<file path="config.mk">
export PLATFORM = sky130hd
export DESIGN_NAME = user_port
export DESIGN_NICKNAME = d
export VERILOG_FILES = /design/src/rtl/io_pkg.sv /design/src/rtl/sync2.sv /design/src/rtl/user_port.sv
export SDC_FILE = /design/constraint.sdc
export NUM_CORES = 1
export LEC_CHECK = 0
export BUFFER_PORTS_ARGS = -buffer_cell sky130_fd_sc_hd__buf_2
export CAP_MARGIN = 20
export CORE_AREA = 2 2 103 65
export CTS_CLUSTER_DIAMETER = 50
export DETAILED_ROUTE_END_ITERATION = 7
export DIE_AREA = 0 0 105 67
export HOLD_SLACK_MARGIN = 0.1
export PLACE_DENSITY = 0.66
export SYNTH_ARGS = -nofsm -noshare
export SYNTH_HDL_FRONTEND = slang
export SYNTH_SLANG_ARGS = --single-unit
</file>
<file path="constraint.sdc">
create_clock -name clk -period 2.9 [get_ports clk]
set_input_delay 0.58 -clock clk [delete_from_list [all_inputs] [get_ports clk]]
set_output_delay 0.58 -clock clk [all_outputs]
set_load 0.005 [all_outputs]
</file>
<file path="src/rtl/io_pkg.sv">
// io_pkg: shared types and defaults for the user I/O port.
package io_pkg;
    typedef enum logic [1:0] {IDLE, PRESS_DB, HELD, RELEASE_DB} db_state_t;
    localparam int DB_CYCLES_DEF = 50000;
endpackage

</file>
<file path="src/rtl/sync2.sv">
// sync2: two-flop synchroniser for asynchronous inputs.
module sync2 #(
    parameter int W = 1
) (
    input  logic         clk,
    input  logic         reset,
    input  logic [W-1:0] d,
    output logic [W-1:0] q
);
    logic [W-1:0] meta;
    always_ff @(posedge clk or posedge reset) begin
        if (reset) begin
            meta <= '0;
            q    <= '0;
        end else begin
            meta <= d;
            q    <= meta;
        end
    end
endmodule

</file>
<file path="src/rtl/user_port.sv">
// user_port: debounced key/switch front end for the CPU, plus an outport capture register.
module user_port
    import io_pkg::*;
#(
    parameter int n         = 8,
    parameter int DB_CYCLES = DB_CYCLES_DEF
) (
    input  logic         clk,
    input  logic         reset,
    input  logic [n-1:0] sw,
    input  logic         key,
    input  logic [n-1:0] outport,
    output logic [n-1:0] x,
    output logic         readyin,
    output logic [n-1:0] disp,
    output logic         new_result,
    output logic [3:0]   press_count
);
    localparam int CW = $clog2(DB_CYCLES + 1);
    // The IDLE/HELD sample counts as the first stable cycle, so debounce states end one short.
    localparam bit FAST = (DB_CYCLES == 1);
    localparam logic [CW-1:0] LAST = CW'(FAST ? 0 : DB_CYCLES - 2);

    logic         key_s;
    logic [n-1:0] sw_s;
    logic [n-1:0] cap;
    logic [CW-1:0] cnt;
    db_state_t    state;

    sync2 #(.W(1)) u_key_sync (.clk(clk), .reset(reset), .d(key), .q(key_s));
    sync2 #(.W(n)) u_sw_sync  (.clk(clk), .reset(reset), .d(sw),  .q(sw_s));

    always_ff @(posedge clk or posedge reset) begin
        if (reset) begin
            state       <= IDLE;
            cnt         <= '0;
            readyin     <= 1'b0;
            x           <= '0;
            press_count <= '0;
        end else begin
            cnt <= '0;
            case (state)
                IDLE: if (key_s) begin
                    state   <= FAST ? HELD : PRESS_DB;
                    readyin <= FAST;
                    if (FAST) begin
                        x           <= sw_s;
                        press_count <= press_count + 4'd1;
                    end
                end
                PRESS_DB: if (!key_s) begin
                    state <= IDLE;
                end else if (cnt == LAST) begin
                    state       <= HELD;
                    readyin     <= 1'b1;
                    x           <= sw_s;
                    press_count <= press_count + 4'd1;
                end else begin
                    cnt <= cnt + CW'(1);
                end
                HELD: if (!key_s) begin
                    state   <= FAST ? IDLE : RELEASE_DB;
                    readyin <= !FAST;
                end
                RELEASE_DB: if (key_s) begin
                    state <= HELD;
                end else if (cnt == LAST) begin
                    state   <= IDLE;
                    readyin <= 1'b0;
                end else begin
                    cnt <= cnt + CW'(1);
                end
            endcase
        end
    end

    always_ff @(posedge clk or posedge reset) begin
        if (reset) begin
            cap        <= '0;
            disp       <= '0;
            new_result <= 1'b0;
        end else begin
            cap        <= outport;
            new_result <= outport != cap;
            if (outport != cap) disp <= outport;
        end
    end
endmodule

</file>
==> results of run 1 <==
## path summary, 6_finish.rpt
kind                                endpoint  depth (start not counted)  slack [ns]
max in group asynchronous    u_key_sync.meta                          3        1.92
min in group asynchronous         new_result                          3        0.47
hold reg to reg               u_sw_sync.q[6]                          0        0.35
setup reg to reg                        x[6]                          4        0.63
setup / recovery                        x[6]                          4        0.63
hold / removal             u_sw_sync.meta[4]                          1        0.34
## layout make-up
cell class,count,share of cell area (%)
well taps,84,3.30
multi-input cells,121,30.3
clock inverters,1,0.942
clock buffers,15,5.85
repair buffers,42,6.75
inverters,9,1.06
flip-flops and latches,66,51.8
## per-layer routing
| metal | global-route usage [%] | part of all wire [%] |
|---|---|---|
| met5 | 0 | 0 |
| met4 | 7.33 | 0.98 |
| met3 | 7.83 | 5.7 |
| met2 | 20.9 | 40 |
| met1 | 20.3 | 53 |
## registers in the layout (all words and copies together) (netlist names), named ones only
register	cells
cap	8
cnt	16
disp	8
new_result	1
press_count	4
readyin	1
state	1
u_key_sync.meta	1
u_key_sync.q	1
u_sw_sync.meta	8
u_sw_sync.q	8
x	8
## metrics by stage
stage               utilization [%]  worst slack [ns]  cell area (sq um)
floorplan                         -             0.665               2660
global placement               49.5             0.697               2970
detailed placement             49.5             0.643               2970
CTS                            53.1             0.634               3190
global route                   53.1             0.579               3190
finish                         53.1             0.634               3190
## kinds of logic after synthesis
logic type      count (synthesis)
simple gates                   57
compound gates                 18
xor+xnor                       20
fa+ha+maj                       7
mux                            19
buf+inv                        11
flops                          66
## synthesized netlist by cell type
cell	count	area share, %
nor3b_1	1	0.28
nand4b_1	1	0.33
xor2_1	14	4.6
inv_1	9	1.3
a21oi_1	5	0.94
a22o_1	1	0.33
a31oi_1	1	0.24
ha_1	7	3.3
mux2_4	9	5.1
a2111oi_2	1	0.56
dfrtp_1	66	62
a221oi_1	1	0.33
xnor2_1	6	2.0
or2_2	1	0.24
a2bb2oi_1	1	0.33
mux2_2	10	4.2
nor3_1	5	0.94
nor2_1	13	1.8
or3_1	1	0.24
nand4_1	3	0.71
nand4bb_1	1	0.42
nand3b_1	1	0.28
or4_4	2	0.85
o22ai_1	1	0.24
nand3_1	8	1.5
nor4_1	6	1.4
o41ai_2	1	0.61
nand2_1	7	0.99
and3_1	1	0.24
and2_1	1	0.24
nor2_8	1	0.75
or4_1	4	1.1
o21ai_0	6	1.1
buf_2	2	0.38
## power groups by stage
stage / clock (mW) / combinational [mW] / sequential (mW)
after floorplan: 0 / 0.268 / 1.03
after global placement: 0 / 0.355 / 1.04
after detailed placement: 0 / 0.354 / 1.04
after CTS: 0.842 / 0.359 / 1.02
after global routing: 0.883 / 0.406 / 1.03
final: 0.816 / 0.359 / 1.02
==> run_results.csv, run 1 <==
group,metric,value,unit
floorplanning,io_pins,41,
pwr,combPwrFrac,16.3,%
global_route,antenna_found_initial,0,
setup_path,cp_cell_sequence,"or4_4 -> or4_4 -> nor2_8 -> mux2_4",
floorplanning,row_count,22,
clock_tree,clkLatencyLatePin,0.35,ns
route,dr.first_iter.drc_count,67,
layout,multi_input_area,965,sq um
timing,worst_hold_slack,0.338,ns
place,dp.cells,322,
synth,synth_fa_ha_area_share,3.29,%
pwr,finalPower,2.20,mW
setup_path,cp_max_fo,10,
timing,hold_viol_final,0,
clock_tree,cts-root-buf,"clkbuf_8",
synth,yosys.area_share.xor_xnor,6.59,%
timing,fin_crit_sh,78.1,%
synth,syn-cell-area,2660,sq um
synth,yosys_warnings,0,
route,first_pass_iters,6,
synth,muxShareOfSynthArea,9.31,%
timing,final-setup-viol-count,0,
route,routed_wirelength,4.61,mm
layout,final_cell_mix,"dfrtp_1 (66), buf_2 (40), xor2_1 (14)",
timing,maxSlewHeadroom,47.6,%
synth,syn_inst,198,
timing,report.final.slew_viol_count,0,
pwr,p_sw_share,26.1,%
clock_tree,ctsLongestPathBuffers,2,
worst_hold_path,min_path_type,"primary input to flip-flop",
synth,synthesis.nets,224,
layout,fillCellCount,542,
setup_path,critical_path_buf_inv_count,0,
timing,clock_skew,0.00803,ns
worst_hold_path,min-delay-start,"sw[4]",
timing,finalCriticalPeriod,2.27,ns
clock_tree,cts_buffers,9,
floorplanning,die_y,67,microns
route,drc_errors,0,
pwr,vdd_drop_max,0.364,mV
pwr,p_seq_share,46.5,%
pwr,p_leak,1.48,nW
timing,timing.fmax,0.441,GHz
layout,drive_above_1_share,32.3,%
layout,final_common_cell,"dfrtp_1",
global_route,grt_pass1_wl,7.97,mm
clock_tree,htreeDepth,3,
clock_tree,cts_resized,0,
pwr,power_switching,575,uW
setup_path,r2r_start,"cnt[5]",
timing,worstMarginPinSlew,0.786,ns
setup_path,cp_top_family,"simple AND/OR/NAND/NOR gates",
floorplanning,dieArea,7040,sq um
route,vias_per_cell,4.87,
setup_path,cp_data_arrival_time,2.49,ns
synth,synth-compound-area-share,4.70,%
setup_path,required,3.13,ns
timing,setup_tns,0,ns
setup_path,start_kind,"flip-flop",
synth,seq_area_frac_synth,62.1,%
setup_path,critPathKind,"flip-flop to flip-flop",
setup_path,startpoint,"cnt[5]",
place,hpwl,3.07,mm
global_route,track_usage,15.4,%
synth,synth_top_family_by_area,"simple AND/OR/NAND/NOR gates",
route,vias,1645,
clock_tree,clock_sinks,66,
synth,yosys.area_share.simple,12.4,%
clock_tree,holdBufCountCts,0,
synth,ys_ff_latch,66,
outcome,status,"finished clean",
clock_tree,tritoncts,"built",
layout,area.growth.synth_to_final,19.8,%
pwr,power_density,690,nW/um^2
global_route,overflow,0,
layout,stdcell_count,338,
clock_tree,cts_setup_buffers,0,
route,postRouteAntennaNets,0,
synth,yosys.cell_types.count,34,
layout,seqCellArea,1650,sq um
setup_path,worst_path_largest_cell_delay,0.57,ns
floorplanning,start_util,44.3,%
pwr,clkPwrFrac,37.1,%
route,routed_wire_length_per_instance,13.7,microns
layout,fin_nets,275,
pwr,internal_power,1.62,mW
floorplanning,die_x,105,microns
setup_path,end_kind,"flip-flop",
run,cap_viol_max_count,0,
timing,rsz0062_at_grt,"no",
place,port_buffers,40,
setup_path,path_common_cell,"or4_4",
layout,n_antenna_cell,0,
setup_path,crit_path_top_delay_cell,"or4_4",
floorplanning,core,6000,sq um
global_route,grt_pass1_vias,1657,
synth,syn-mean-instance-area,13.4,sq um
clock_tree,clk_pin_slew,0.07,ns
global_route,grt_max_degree,67,
place,gp_congestion,0.826,
Note: power is estimated with default switching activity, not from simulation.
==> inputs of run 2 (changes only) <==
==> constraint.sdc (replaced) <==
create_clock -name clk -period 2.2 [get_ports clk]
set_input_delay 0.44 -clock clk [delete_from_list [all_inputs] [get_ports clk]]
set_output_delay 0.44 -clock clk [all_outputs]
set_load 0.005 [all_outputs]
==> run 2 against run 1 <==
Compared with the run above:
- final area grew 2.1%
- fmax grew 4.6%
- sequential share of layout area shrank 1.1 points
- register-to-register slack lost 0.60 ns
- routed wire length grew 1.5%
- clock-buffer cell count shrank 3
- combinational power grew 41%
- via count grew 1.8%
- clock skew grew 0.0012 ns
- critical endpoint is now x[3]
- largest power group unchanged
- highest routed layer unchanged
==> run_results.csv, run 2 (synthesis gave the netlist of run 1 again) <==
group,metric,value,unit
outcome,status,"finished clean",
pwr,clkPwrFrac,36.1,%
global_route,overflow,0,
run,cap_viol_max_count,0,
pwr,vdd_drop_max,0.599,mV
layout,stdcell_count,345,
route,drc_errors,0,
timing,worstMarginPinSlew,0.471,ns
clock_tree,tritoncts,"built",
worst_hold_path,min_path_type,"primary input to async pin",
pwr,finalPower,2.91,mW
layout,final_cell_area,3250,sq um
setup_path,end_kind,"flip-flop",
setup_path,required,2.43,ns
clock_tree,cts-root-buf,"clkbuf_8",
place,gp_congestion,0.801,
clock_tree,clock_sinks,66,
route,dr.first_iter.drc_count,90,
pwr,power_density,894,nW/um^2
global_route,antenna_found_initial,0,
route,first_pass_iters,4,
place,dp.cells,326,
setup_path,critPathKind,"flip-flop to flip-flop",
layout,drive_above_1_share,34.9,%
layout,n_antenna_cell,0,
pwr,p_seq_share,46.5,%
timing,fin_ws,0.0341,ns
route,vias,1675,
timing,clock_skew,0.00919,ns
setup_path,cp_data_arrival_time,2.39,ns
floorplanning,die_x,105,microns
layout,final_common_cell,"dfrtp_1",
floorplanning,start_util,44.3,%
global_route,grt_pass1_vias,1610,
setup_path,start_kind,"flip-flop",
layout,seqCellArea,1650,sq um
pwr,combPwrFrac,17.4,%
timing,maxSlewHeadroom,68.6,%
place,place_area,3010,sq um
global_route,grt_max_degree,45,
layout,fin_nets,282,
place,hpwl,3.30,mm
pwr,p_leak,1.52,nW
timing,fin_crit_sh,98.4,%
layout,area.growth.synth_to_final,22.3,%
setup_path,cp_max_fo,5,
timing,hold_viol_final,0,
layout,fin_util,54.2,%
layout,fillCellCount,553,
route,dr_wl_met2,1.82,mm
clock_tree,clkLatencyLatePin,0.34,ns
layout,largest_reg_flops,16,
clock_tree,cts_buffers,9,
floorplanning,die_y,67,microns
clock_tree,htreeDepth,3,
route,postRouteAntennaNets,0,
clock_tree,clk_pin_slew,0.07,ns
route,routed_wirelength,4.68,mm
route,wl_met3,228,microns
timing,final-setup-viol-count,0,
pwr,internal_power,2.12,mW
floorplanning,row_count,22,
layout,top_register,"cnt",
global_route,grt_pass1_wl,8.11,mm
route,m1WireLength,2.55,mm
timing,rsz0062_at_grt,"yes",
timing,finalCriticalPeriod,2.17,ns
place,post-place-ws,0.0154,ns
timing,setup_tns,0,ns
pwr,power_switching,785,uW
floorplanning,dieArea,7040,sq um
place,port_buffers,40,
layout,final_cell_mix,"dfrtp_1 (66), buf_2 (40), xor2_1 (14)",
floorplanning,core,6000,sq um
timing,worst_hold_slack,0.106,ns
global_route,track_usage,15.8,%
layout,multi_input_area,976,sq um
timing,timing.fmax,0.462,GHz
route,vias_per_cell,4.86,
route,routed_wire_length_per_instance,13.6,microns
route,top_layer,"met4",
clock_tree,ctsLongestPathBuffers,2,
timing,report.final.slew_viol_count,0,
pwr,p_sw_share,27.0,%
floorplanning,io_pins,41,
## run 2: cell type report
type,count,area share (%)
sequential,66,50.8
multi-input combinational,122,30.0
timing repair buffer,48,8.38
clock buffer,12,5.08
tap,84,3.23
clock inverter,4,1.50
inverter,9,1.04
## run 2: critical path, cell delays in order (launching register included)
cell	delay, ns
dfrtp_1	0.38
or4_4	0.55
or4_4	0.58
nor2_4	0.22
mux2_4	0.32
## run 2: repair_timing
action / CTS / global route
hold buffers: 0 / 0
setup endpoints to repair: 0 / 9
gates resized for setup: 0 / 0
endpoints found under the hold margin: 0 / 0
buffers inserted: 0 / 2
## run 2: layer usage
layer  vias up  global-route usage, %
met3        11                   7.44
met1       808                   22.6
met4         0                   7.00
li1        813                      -
met2        43                   19.8
met5         -                      0
## run 2: power groups by stage
stage          clock [mW]  combinational, mW  sequential [mW]
2_1_floorplan           0              0.353             1.36
3_3_place_gp            0              0.494             1.37
3_5_place_dp            0              0.507             1.37
4_1_cts              1.09              0.507             1.35
5_1_grt              1.16              0.571             1.36
6_report             1.05              0.507             1.35
## run 2: final timing paths
check                                        from                 to  slack, ns  cells after the start
worst max-delay path                       cnt[5]               x[3]       0.03                      4
worst min-delay path                        reset         new_result       0.11                      2
worst max register to register             cnt[5]               x[3]       0.03                      4
worst min register to register  u_sw_sync.meta[1]     u_sw_sync.q[1]       0.35                      0
max in group asynchronous                   reset               x[0]       1.50                      3
min in group clk                            sw[7]  u_sw_sync.meta[7]       0.19                      1
